`config.mk`:
```
export PLATFORM = sky130hd
export DESIGN_NAME = uart_tx_port
export DESIGN_NICKNAME = d
export VERILOG_FILES = /design/src/rtl/uart_tx_port.sv
export SDC_FILE = /design/constraint.sdc
export NUM_CORES = 1
export LEC_CHECK = 0
export BUFFER_PORTS_ARGS = -buffer_cell sky130_fd_sc_hd__buf_2
export CELL_PAD_IN_SITES_DETAIL_PLACEMENT = 1
export CELL_PAD_IN_SITES_GLOBAL_PLACEMENT = 1
export CORE_ASPECT_RATIO = 1.25
export CORE_MARGIN = 1
export CORE_UTILIZATION = 45
export DETAILED_ROUTE_END_ITERATION = 10
export GPL_TIMING_DRIVEN = 0
export PLACE_DENSITY_LB_ADDON = 0.3
export REMOVE_ABC_BUFFERS = 1
export SYNTH_ARGS = -nofsm -noshare
export SYNTH_HDL_FRONTEND = slang
export SYNTH_SLANG_ARGS = --single-unit
```
`constraint.sdc`:
```
create_clock -name hwclk -period 4.9 [get_ports hwclk]
set_input_delay 1.47 -clock hwclk [delete_from_list [all_inputs] [get_ports hwclk]]
set_output_delay 1.47 -clock hwclk [all_outputs]
set_load 0.005 [all_outputs]
```
`src/rtl/uart_tx_port.sv`:
```
// uart_tx_port: byte-buffered UART transmitter.
// A small FIFO feeds an IDLE/START/DATA/STOP frame engine. Frames go back to
// back while the FIFO holds data, and serial_tx idles high.
// Optional feature: define UART_TX_PARITY_EN to add an even-parity bit
// between the data bits and the stop bit (11 bit periods per frame).
// Without it, frames are 8N1 (10 bit periods per frame).
module uart_tx_port #(
  parameter int CLKS_PER_BIT = 1250,
  parameter int FIFO_DEPTH   = 4
) (
  input  logic       hwclk,
  input  logic       reset,
  input  logic [7:0] txdata,
  input  logic       txclk,
  output logic       txready,
  output logic       serial_tx,
  output logic       busy,
  output logic       overflow
);

  localparam int PTR_W = $clog2(FIFO_DEPTH);
  localparam int CNT_W = PTR_W + 1;

  typedef enum logic [2:0] {
    IDLE,
    START,
    DATA,
`ifdef UART_TX_PARITY_EN
    PARITY,
`endif
    STOP
  } TxState;

  TxState            r_state;
  TxState            w_nextState;
  logic [7:0]        r_mem [FIFO_DEPTH];
  logic [PTR_W-1:0]  r_wrPtr;
  logic [PTR_W-1:0]  r_rdPtr;
  logic [CNT_W-1:0]  r_count;
  logic [15:0]       r_baud;
  logic [2:0]        r_bitIdx;
  logic [7:0]        r_shift;
  logic              r_tx;
  logic              r_overflow;
`ifdef UART_TX_PARITY_EN
  logic              r_parity;
`endif
  logic              w_push;
  logic              w_pop;
  logic              w_baudDone;

  assign txready    = (r_count < CNT_W'(FIFO_DEPTH));
  assign w_push     = txclk & txready;
  assign w_baudDone = (r_baud == 16'(CLKS_PER_BIT - 1));
  assign serial_tx  = r_tx;
  assign overflow   = r_overflow;
  assign busy       = (r_state != IDLE) | (r_count != '0);

  // Frame sequencing: decide the next state and whether the head byte is popped
  // this edge. A pop happens on leaving IDLE or at the end of STOP, so back-to-back
  // frames chain with no idle gap.
  always_comb begin
    w_nextState = r_state;
    w_pop       = 1'b0;
    case (r_state)
      IDLE: begin
        if (r_count != '0) begin
          w_pop       = 1'b1;
          w_nextState = START;
        end
      end
      START: begin
        if (w_baudDone) w_nextState = DATA;
      end
      DATA: begin
        if (w_baudDone && (r_bitIdx == 3'd7)) begin
`ifdef UART_TX_PARITY_EN
          w_nextState = PARITY;
`else
          w_nextState = STOP;
`endif
        end
      end
`ifdef UART_TX_PARITY_EN
      PARITY: begin
        if (w_baudDone) w_nextState = STOP;
      end
`endif
      STOP: begin
        if (w_baudDone) begin
          if (r_count != '0) begin
            w_pop       = 1'b1;
            w_nextState = START;
          end else begin
            w_nextState = IDLE;
          end
        end
      end
      default: w_nextState = IDLE;
    endcase
  end

  // State register; reset aborts any frame in progress.
  always_ff @(posedge hwclk) begin
    if (reset) r_state <= IDLE;
    else       r_state <= w_nextState;
  end

  // FIFO storage: no reset needed because the pointers and count define validity.
  always_ff @(posedge hwclk) begin
    if (!reset && w_push) r_mem[r_wrPtr] <= txdata;
  end

  // FIFO bookkeeping, baud timing, shifter and the registered line driver.
  // The line register follows the current state, so serial_tx lags a state
  // change by one cycle. Every bit still lasts exactly CLKS_PER_BIT cycles.
  always_ff @(posedge hwclk) begin
    if (reset) begin
      r_wrPtr    <= '0;
      r_rdPtr    <= '0;
      r_count    <= '0;
      r_baud     <= '0;
      r_bitIdx   <= '0;
      r_shift    <= '0;
      r_tx       <= 1'b1;
      r_overflow <= 1'b0;
`ifdef UART_TX_PARITY_EN
      r_parity   <= 1'b0;
`endif
    end else begin
      if (w_push) r_wrPtr <= r_wrPtr + PTR_W'(1);
      if (txclk && !txready) r_overflow <= 1'b1;
      if (w_pop) begin
        r_rdPtr  <= r_rdPtr + PTR_W'(1);
        r_shift  <= r_mem[r_rdPtr];
        r_bitIdx <= '0;
`ifdef UART_TX_PARITY_EN
        r_parity <= ^r_mem[r_rdPtr];
`endif
      end else if ((r_state == DATA) && w_baudDone) begin
        r_shift  <= r_shift >> 1;
        r_bitIdx <= r_bitIdx + 3'd1;
      end
      case ({w_push, w_pop})
        2'b10:   r_count <= r_count + CNT_W'(1);
        2'b01:   r_count <= r_count - CNT_W'(1);
        default: r_count <= r_count;
      endcase
      if ((r_state == IDLE) || (w_nextState != r_state) || w_baudDone) r_baud <= '0;
      else r_baud <= r_baud + 16'd1;
      case (r_state)
        START:   r_tx <= 1'b0;
        DATA:    r_tx <= r_shift[0];
`ifdef UART_TX_PARITY_EN
        PARITY:  r_tx <= r_parity;
`endif
        default: r_tx <= 1'b1;
      endcase
    end
  end

endmodule

```
# --- After elaboration in Yosys (flattened, before gate mapping) ---
# Memory sizes are Yosys's and may differ from the RTL's. A register that Yosys moved wholly into a read port is not among the register bits.
# Cells that the tools add are included.
op_classes:
  addsub: 6
  order_cmp: 1
  eq_ne: 8
  muxes: 17
  bitwise: 2
  n_reduce_logical: 15
ops:
  columns: ["operator", "count"]
  rows:
  - ["adder 16 x 1 -> 16 bit (second input constant)", 1]
  - ["equality test 16 x 11 -> 1 bit (second input constant)", 1]
  - ["two-way mux 8 bit", 2]
  - ["two-way mux 3 bit", 4]
  - ["case mux 3 bit (4 select lines)", 1]
  - ["adder 3 x 1 -> 3 bit (second input constant)", 2]
  - ["equality test 3 x 2 -> 1 bit (second input constant)", 2]
  - ["case mux 3 bit (2 select lines)", 1]
  - ["nonzero test 3 bit", 2]
  - ["two-way mux 1 bit", 5]
  - ["adder 2 x 1 -> 2 bit (second input constant)", 2]
  - ["logical AND 1 bit", 4]
  - ["two-way mux 2 bit", 2]
  - ["case mux 1 bit (2 select lines)", 2]
  - ["nonzero test 2 bit", 2]
  - ["OR reduction 2 bit", 2]
  - ["equality test 3 x 1 -> 1 bit (second input constant)", 1]
  - ["equality test 3 bit (second input constant)", 1]
  - ["logical NOT 3 bit", 1]
  - ["< comparator 3 bit (second input constant)", 1]
  - ["inequality test 3 bit", 1]
  - ["subtractor 3 x 1 -> 3 bit (second input constant)", 1]
  - ["equality test 2 x 1 -> 1 bit (second input constant)", 1]
  - ["equality test 2 bit (second input constant)", 1]
  - ["other kinds (4)", 6]
word_totals:
  ff_bits: 39
  ram_bits: 32
  in_bits: 11
  out_inout_bits: 4
  elab_cells: 59
  memories: 1
mem_list:
  columns: ["name", "words", "width", "read_ports", "rd_ports_with_merged_regs", "write_ports", "line_no", "rtl"]
  rows:
  - ["r_mem", 4, 8, 1, 1, 1, "36", "logic [7:0] r_mem [FIFO_DEPTH];"]

# --- Longest topological paths before layout ---
# Gate-level depths: netlist of the first run.
depth:
  ltp_word: 8
  ltp_mapped: 12

# --- Worst setup path after synthesis of the first run ---
# No wires, ideal clock.
synth_path:
  path_type: "input-to-reg"
  start: "input txclk"
  end: "register r_count[2]"
  arrival_ns: 2.994
  setup_slack_ns: 1.835
  stages: 8
  n_path_buf: 0
  cell_sequence: "and2b_2 > inv_1 > ha_1 > inv_1 > fa_1 > xor2_1 > or3_2 > a21oi_1"
synth_between:
  elab_chain_len: 3
synth_lines:
  columns: ["element", "line_no", "rtl"]
  rows:
  - ["from (decl)", "14", "input logic txclk,"]
  - ["AND 1 bit *", "53", "assign w_push = txclk & txready;"]
  - ["equality test 2 x 1 -> 1 bit / equality test 2 bit (equally long branches)", "144", "case ({w_push, w_pop})"]
  - ["case mux 3 bit (2 select lines) / nonzero test 2 bit (equally long branches)", null, null]
  - ["to (signal assigned)", "145", "2'b10: r_count <= r_count + CNT_W'(1);"]
  - ["to (signal assigned)", "146", "2'b01: r_count <= r_count - CNT_W'(1);"]
  - ["to (signal assigned)", "147", "default: r_count <= r_count;"]
  - ["to (decl)", "39", "logic [CNT_W-1:0] r_count;"]
# Mark *: on every way between the ends. The rest lies on a longest branch, timed or not.
# A chain may end at the register's enable or synchronous reset.

# --- Worst setup path in the final report of the first run ---
layout_path:
  start: "register r_baud[0]"
  end: "register r_count[2]"
layout_between:
  elab_chain_len: 5
layout_lines:
  columns: ["element", "line_no", "rtl"]
  rows:
  - ["from (decl)", "40", "logic [15:0] r_baud;"]
  - ["from (signal assigned)", "150", "else r_baud <= r_baud + 16'd1;"]
  - ["equality test 16 x 11 -> 1 bit *", "54", "assign w_baudDone = (r_baud == 16'(CLKS_PER_BIT - 1));"]
  - ["two-way mux 1 bit *", "90", "if (w_baudDone) begin"]
  - ["case mux 1 bit (2 select lines) *", "65", "case (r_state)"]
  - ["equality test 2 x 1 -> 1 bit / equality test 2 bit (equally long branches)", "144", null]
  - ["case mux 3 bit (2 select lines) / nonzero test 2 bit (equally long branches)", null, null]
# Marked as above.

==> results.toml, run 1 <==
[min_path]
hold_path_class = "reg -> reg"

[floorplan]
num_rows = 33
io_pins = 15
dieArea_sq_um = 7399
fp.dieH_microns = 95.92
die_w_microns = 77.14
core_sq_um = 6689
start_util = 0.4747

[global_route]
track_usage = 0.1742
grt_pass1_wl_microns = 9591
antenna_found_initial = 0
grt_pass1_vias = 2010
overflow = 0
grt_max_degree = 26

[logic_synthesis]
yosys_warnings = 0
synthArstFlopShare = 0
synth-edff-count = 32
synth_top_area_share = 0.3026
synthCells = 262
ys_seq_area_frac = 0.5611
synth-seq-cells = 73
yosys.area.top_type = "edfxtp_1"
synthesis.area_sq_um = 3176
syn_area_per_cell_sq_um = 12.12
yosys_most_used_dff = "dfxtp_1"
yosys-top-cells-area = "edfxtp_1 30%, dfxtp_1 26%, mux4_2 5.7%"
yosysUniqueCellTypes = 47

[route]
drtIter0Drc = 41
ant_nets = 0
via_per_inst = 5.350
first_pass_iters = 4
vias = 1985
drt-total-wl_microns = 5661
wl_per_cell_microns = 15.26
drc = 0

[job]
max_cap_viol_count = 0

[cts]
cts_resized = 0
clockBufferDepth = 2
cts_sinks = 73
cts_tree = "yes"
clk_pin_slew_ns = 0.08
cts-root-buf = "clkbuf_8"
clk_latency_ns = 0.35
htreeDepth = 3
cts_setup_buffers = 0
cts_made_buffers = 9
postCtsHoldBufs = 0

[cells_and_area]
layout_common_cells = "41 x dfxtp_1, 32 x nor2_1, 32 x edfxtp_1"
antenna_cells = 0
final_common_cell = "dfxtp_1"
fin_nets = 300
drive_above_1_share = 0.1831
design_area_sq_um = 3481
area.growth.synth_to_final_pct = 9.614

[worst_setup_path]
worstPathMaxFanout = 11
cp-start-kind = "register"
endpoint_kind = "register"
critPathArrivalTime_ns = 3.25
worstPathRequired_ns = 5.17
critPathKind = "reg -> reg"

[placed_design]
portBuffers = 14
dp_slack_ns = 1.614
post-dp-hpwl_microns = 3970
post_dp_cell_area_sq_um = 3286
gp_congestion = 0.7070

[timing]
setup_viol_count_final = 0
worst_hold_slack_ns = 0.4778
relSlewSlack = 0.5546
worst_slack_ns = 1.925
fin_crit_sh = 0.6072
setup_tns_ns = 0
hold_viol = 0
rsz0062_at_grt = "false"
drv_slew = 0
max_clock_freq_mhz = 336.1
fin_crit_ns = 2.975
worst_slew_pin_slew_ns = 0.6662
skew_ns = 0.009311

[status]
status = "completed"

[power]
leakagePower_uw = 0.001181
ir_drop_uv = 227.5
p_per_area_nw_per_um2 = 432.1
## synth_stat cells, types with 2 or more instances
library cell	count
and2_1	4
o221ai_1	7
nand2_1	11
o21ai_0	5
nand2b_1	7
ha_1	9
nand3_1	8
inv_1	19
nand4_1	3
and4_1	3
a21oi_1	9
mux2i_1	2
buf_2	2
xor2_1	9
nor3_1	5
nor2_1	32
edfxtp_1	32
dfxtp_1	41
or4_1	5
and4bb_2	3
or3_1	2
clkbuf_1	4
mux4_2	8
xnor2_1	9
## sequential cells by signal, indices dropped and copies added (netlist names), named ones only
register / count
r_mem: 32
r_baud: 16
r_shift: 8
r_bitIdx: 3
r_count: 3
r_state: 3
r_rdPtr: 2
r_wrPtr: 2
overflow: 1
serial_tx: 1
## metal layers
metal / global-route usage / wire (microns) / vias to the layer above / part of all wire
met5: 0 / 0 / - / 0
met2: 0.3127 / 3017 / 23 / 0.53
met1: 0.1939 / 2396 / 984 / 0.42
met4: 0.1069 / 133 / 0 / 0.023
li1: - / - / 968 / -
met3: 0.02938 / 113 / 10 / 0.020
## stage by stage
step,utilization,std cells,total power [uW]
finish,0.5204,371,1504
global route,0.5204,371,1590
CTS,0.5204,371,1525
detailed placement,0.4912,355,1058
global placement,0.4912,355,1045
floorplan,-,254,975.5
## cell families after synthesis
group                      synth area share
AOI/OAI and AO/OA                   0.05831
xor gates and xnor gates            0.04965
adders and majority gates           0.04177
buffers and inverters               0.04413
DFF                                  0.5611
muxes                               0.06304
other                              0.001181
and+or+nand+nor                      0.1809
## critical path, stage by stage, from the launching register on
cell,delay [ns]
dfxtp_1,0.39
ha_1,0.17
and4bb_2,0.28
nand4_1,0.17
o22ai_2,0.47
ha_1,0.28
inv_1,0.06
fa_1,0.37
xor2_1,0.15
or3_2,0.41
a21oi_1,0.14
## path summary, 6_finish.rpt
path              startpoint         end  slack, ns  cells after the start
setup / recovery   r_baud[0]  r_count[2]       1.92                     10
hold reg to reg    r_baud[0]   r_baud[0]       0.48                      1
setup reg to reg   r_baud[0]  r_count[2]       1.92                     10
hold / removal     r_baud[0]   r_baud[0]       0.48                      1
## area by class of cell
type	instances	area [sq um]
fill	722	3208
clock buffer	10	127.6
inverter	19	71.32
timing repair buffer	14	70.07
tap	87	108.9
clock inverter	6	67.56
multi-input combinational	162	1254
sequential	73	1782
## report_power, final
group	internal (uW)	switching (uW)
Combinational	139	147
Sequential	697	55.4
Clock	237	228
Power figures use the tool's default switching activity.
==> inputs of run 2 (changes only) <==
- clock period: 4.9 -> 2.67 ns (I/O delays scaled with it)
==> results.toml, run 2 (synthesis gave the netlist of run 1 again) <==
[status]
status = "completed"

[worst_setup_path]
worst-path-buf-inv = 2
cpPeakStageDelay_ns = 0.37
reg2reg_to = "r_count[2]"
r2r_slack_ns = 0.20
cp_top_family = "simple AND/OR/NAND/NOR gates"
worstPathRequired_ns = 2.95
endpoint_kind = "register"
critPathKind = "reg -> reg"
critPathArrivalTime_ns = 2.74
worstPathMaxFanout = 3
path_common_cell = "inv_1"
crit_chain = "inv_1 -> ha_1 -> and4bb_2 -> nand4_1 -> o22ai_4 -> ha_4 -> inv_1 -> fa_1 -> xor2_1 -> or3_4 -> a21oi_2"
r2r-start = "r_baud[1]"
r2r_cells = 11
slowest_stage = "fa_1"
cp-start-kind = "register"

[cells_and_area]
largest_reg_flops = 32
final_common_cell = "dfxtp_1"
post-route-util = 0.5320
antenna_cells = 0
largest-register = "r_mem"
area.growth.synth_to_final_pct = 12.06
layout_common_cells = "39 x dfxtp_1, 32 x nor2_1, 32 x edfxtp_1"
top_regs = "r_mem x32, r_baud x16, r_shift x8"
fin_nets = 306
drive_above_1_share = 0.2138

[power]
comb_power_share = 0.209
p_per_area_nw_per_um2 = 794.1
power_frac_clock = 0.302
ir_drop_uv = 421.2
switching_share = 0.2868
power_frac_seq = 0.489
p_total_uw = 2826
leakagePower_uw = 0.001216
p_int_uw = 2015
switchingPower_uw = 810.6

[timing]
drv_slew = 0
skew_ns = 0.005706
fin_crit_ns = 2.466
max_clock_freq_mhz = 405.5
fin_crit_sh = 0.9236
worst_slack_ns = 0.2039
setup_tns_ns = 0
setup_viol_count_final = 0
worst_slew_pin_slew_ns = 0.6578
relSlewSlack = 0.5602
hold_viol = 0
rsz0062_at_grt = "false"

[cts]
cts-root-buf = "clkbuf_8"
clk_pin_slew_ns = 0.08
postCtsHoldBufs = 0
cts_tree = "yes"
cts_sinks = 73
htreeDepth = 3
clockBufferDepth = 2
clk_latency_ns = 0.34
cts_made_buffers = 9

[min_path]
worst_hold_path.num_cells = 1
min_from = "r_baud[0]"
hold_end = "r_baud[0]"
hold_path_class = "reg -> reg"

[placed_design]
post-dp-hpwl_microns = 3970
dp_slack_ns = -0.3160
portBuffers = 14
gp_congestion = 0.7070

[route]
drc = 0
vias = 2009
via_per_inst = 5.329
drt-total-wl_microns = 5769
ant_nets = 0
wl_per_cell_microns = 15.30
first_pass_iters = 4
drtIter0Drc = 74

[global_route]
grt_max_degree = 26
grt_pass1_vias = 2011
antenna_found_initial = 0
grt_pass1_wl_microns = 9639
track_usage = 0.1750
overflow = 0

[job]
max_cap_viol_count = 0

[floorplan]
die_w_microns = 77.14
io_pins = 15
num_rows = 33
start_util = 0.4747
core_sq_um = 6689
dieArea_sq_um = 7399
fp.dieH_microns = 95.92
## run 2: changes by cell type in the layout (fill, tap and decap cells not counted), sizes merged
| cell | delta |
|---|---|
| buf | +6 |
## run 2: cell type report
type                       count  area, sq um
fill                         715         3131
sequential                    73         1787
multi-input combinational    162         1281
clock buffer                  10        127.6
timing repair buffer          20        115.1
tap                           87        108.9
inverter                      19        71.32
clock inverter                 6        67.56
## run 2: power by group through the flow
stage                     Combinational (uW)  Sequential [uW]  Clock [uW]
after floorplan                          412             1380           0
after global placement                   515             1400           0
after detailed placement                 532             1410           0
after CTS                                557             1390         875
after global routing                     658             1400         927
final                                    592             1380         853
## run 2: repair_timing
item	CTS	global route
setup buffers	1	5
setup endpoints to repair	2	1
gates resized for setup	2	6
pin swaps	1	4
## run 2: worst max path at each step
stage,end,slack (ns),cells past startpoint,startpoint
4_1_cts,r_count[2],0.03,9,r_baud[13]
2_1_floorplan,r_count[2],0.05,10,r_baud[0]
3_5_place_dp,r_count[2],-0.32,10,r_baud[0]
3_3_place_gp,r_count[2],-0.24,10,r_baud[0]
5_1_grt,r_count[2],0.05,11,r_baud[1]
6_report,r_count[2],0.20,11,r_baud[1]
## run 2: worst reg2reg max path, cell delays in order (launching register included)
cell and delay, ns:
dfxtp_2 0.33, inv_1 0.05, ha_1 0.13, and4bb_2 0.25
nand4_1 0.22, o22ai_4 0.24, ha_4 0.16, inv_1 0.05
fa_1 0.37, xor2_1 0.16, or3_4 0.33, a21oi_2 0.12
## run 2: per-layer routing
metal  track usage  share of wire  vias up
li1              -              -      982
met1        0.1963           0.43      999
met2        0.3127           0.53       19
met3       0.02938          0.018        9
met4        0.1069          0.021        0
met5             0              0        -
## run 2: stage by stage
step                      instance area, sq um  instances  hold slack, ns
after floorplan                           3107        254          0.4334
after global placement                    3286        355          0.4451
after detailed placement                  3286        355          0.4697
after CTS                                 3497        372          0.4505
after global routing                      3558        377          0.4394
final                                     3558        377          0.4281
==> inputs of run 3 (changes only) <==
- SKIP_CTS_REPAIR_TIMING: unset -> 1
- clock period: 2.67 -> 2.1 ns (I/O delays scaled with it)
==> results.toml, run 3 (synthesis gave the netlist of run 1 again) <==
[cells_and_area]
post-route-util = 0.5408
area.growth.synth_to_final_pct = 13.91
final_common_cell = "dfxtp_1"
fill_cells = 712
drive_above_1_share = 0.2475
largest_reg_flops = 32
antenna_cells = 0
layout_common_cells = "38 x dfxtp_1, 32 x nor2_1, 32 x edfxtp_1"
top_regs = "r_mem x32, r_baud x16, r_shift x8"
largest-register = "r_mem"
fin_nets = 311

[floorplan]
fp.dieH_microns = 95.92
dieArea_sq_um = 7399
start_util = 0.4747
io_pins = 15
core_sq_um = 6689
num_rows = 33
die_w_microns = 77.14

[route]
via_per_inst = 5.332
ant_nets = 0
vias = 2037
wl_per_cell_microns = 15.88
drtIter0Drc = 67
first_pass_iters = 4
drt-total-wl_microns = 6068
drc = 0

[worst_setup_path]
critPathArrivalTime_ns = 2.71
cp-start-kind = "register"
endpoint_kind = "register"
reg2reg_to = "r_count[2]"
worstPathMaxFanout = 3
critPathKind = "reg -> reg"
r2r_slack_ns = -0.34
crit_chain = "inv_2 -> ha_4 -> and4bb_2 -> nand4_1 -> o22ai_4 -> ha_4 -> inv_2 -> fa_2 -> xor2_1 -> or3_4 -> a21oi_2"
cpPeakStageDelay_ns = 0.34
r2r-start = "r_baud[1]"
crit_start = "r_baud[1]"
r2r_cells = 11
slowest_stage = "dfxtp_2"
worstPathRequired_ns = 2.38
crit_path_end = "r_count[2]"

[global_route]
busiest_layer = "met2"
use_met3 = 0.02938
grt.met1_usage = 0.1939
track_usage = 0.1742
overflow = 0
grt.met2_usage = 0.3127
grt_pass1_vias = 2010
antenna_found_initial = 0
grt_pass1_wl_microns = 9591
grt_max_degree = 26

[placed_design]
gp_congestion = 0.7070
portBuffers = 14
post-dp-hpwl_microns = 3970

[timing]
rsz0062_at_grt = "true"
drv_slew = 0
worst_slew_pin_slew_ns = 0.7070
fin_crit_ns = 2.436
hold_viol = 0
relSlewSlack = 0.5274
fin_crit_sh = 1.160
max_clock_freq_mhz = 410.5
worst_slack_ns = -0.3359
setup_viol_count_final = 2
worst_hold_slack_ns = 0.4493
skew_ns = 0.006991

[power]
ir_drop_uv = 539.5
leakagePower_uw = 0.001244
p_per_area_nw_per_um2 = 1012

[min_path]
hold_path_class = "reg -> reg"
worst_hold_path.num_cells = 1

[cts]
cts-root-buf = "clkbuf_8"
clk_pin_slew_ns = 0.08
cts_made_buffers = 9
cts_sinks = 73
clockBufferDepth = 2
cts_tree = "yes"
htreeDepth = 3
clk_latency_ns = 0.34

[job]
max_cap_viol_count = 0

[status]
status = "finished, violations left"
failed_checks = "negative setup slack"
-- run 3: cell types whose count changed in the layout (fill, tap and decap cells not counted) --
| cell | change |
|---|---|
| buf_4 | +5 |
| dfxtp_1 | -1 |
| dfxtp_2 | +1 |
| fa_1 | -1 |
| fa_2 | +1 |
| ha_1 | -1 |
| ha_4 | +1 |
| inv_1 | -2 |
| inv_2 | +2 |
| nor3_1 | -1 |
| nor3_2 | +1 |
-- run 3: layout make-up --
cell class / count / area (sq um) / share of cell area
Clock buffer: 10 / 127.6 / 0.03528
Multi-Input combinational cell: 162 / 1301 / 0.3597
Clock inverter: 6 / 67.56 / 0.01868
Timing Repair Buffer: 25 / 152.6 / 0.04220
Inverter: 19 / 71.32 / 0.01972
Sequential cell: 73 / 1788 / 0.4943
Tap cell: 87 / 108.9 / 0.03009
-- run 3: worst max-delay path, delay by kind of cell, from the launching register on --
family	cells	cell delay [ns]
compound gates	2	0.36
fa+ha+maj	3	0.60
flops	1	0.34
simple gates	3	0.80
xor+xnor	1	0.16
buf+inv	2	0.10
-- run 3: metal layers --
metal	part of all wire	routed length (microns)
met1	0.42	2573
met2	0.53	3224
met3	0.024	148
met4	0.020	121
met5	0	0
-- run 3: report_power, final --
group	leakage [uW]	internal, uW	switching (uW)
clock	0.0000945	553	528
sequential	0.000625	1630	142
combinational	0.000524	420	389
-- run 3: worst min path at each step --
stage | start | end
after floorplan | r_baud[0] | r_baud[0]
after CTS | txdata[1] | r_mem[1][1]
final | r_baud[0] | r_baud[0]
after global placement | overflow | overflow
after global routing | r_baud[0] | r_baud[0]
after detailed placement | r_baud[0] | r_baud[0]
-- run 3: stage by stage --
step / setup slack (ns) / total power (uW) / TNS, ns / area, sq um / instances
final: -0.3359 / 3659 / -0.4874 / 3617 / 382
after global routing: -0.4463 / 3864 / -0.8778 / 3617 / 382
after CTS: -0.9323 / 3558 / -1.754 / 3481 / 371
after detailed placement: -0.8860 / 2468 / -1.660 / 3286 / 355
after global placement: -0.8109 / 2437 / -1.396 / 3286 / 355
after floorplan: -0.5249 / 2276 / -0.7040 / 3107 / 254
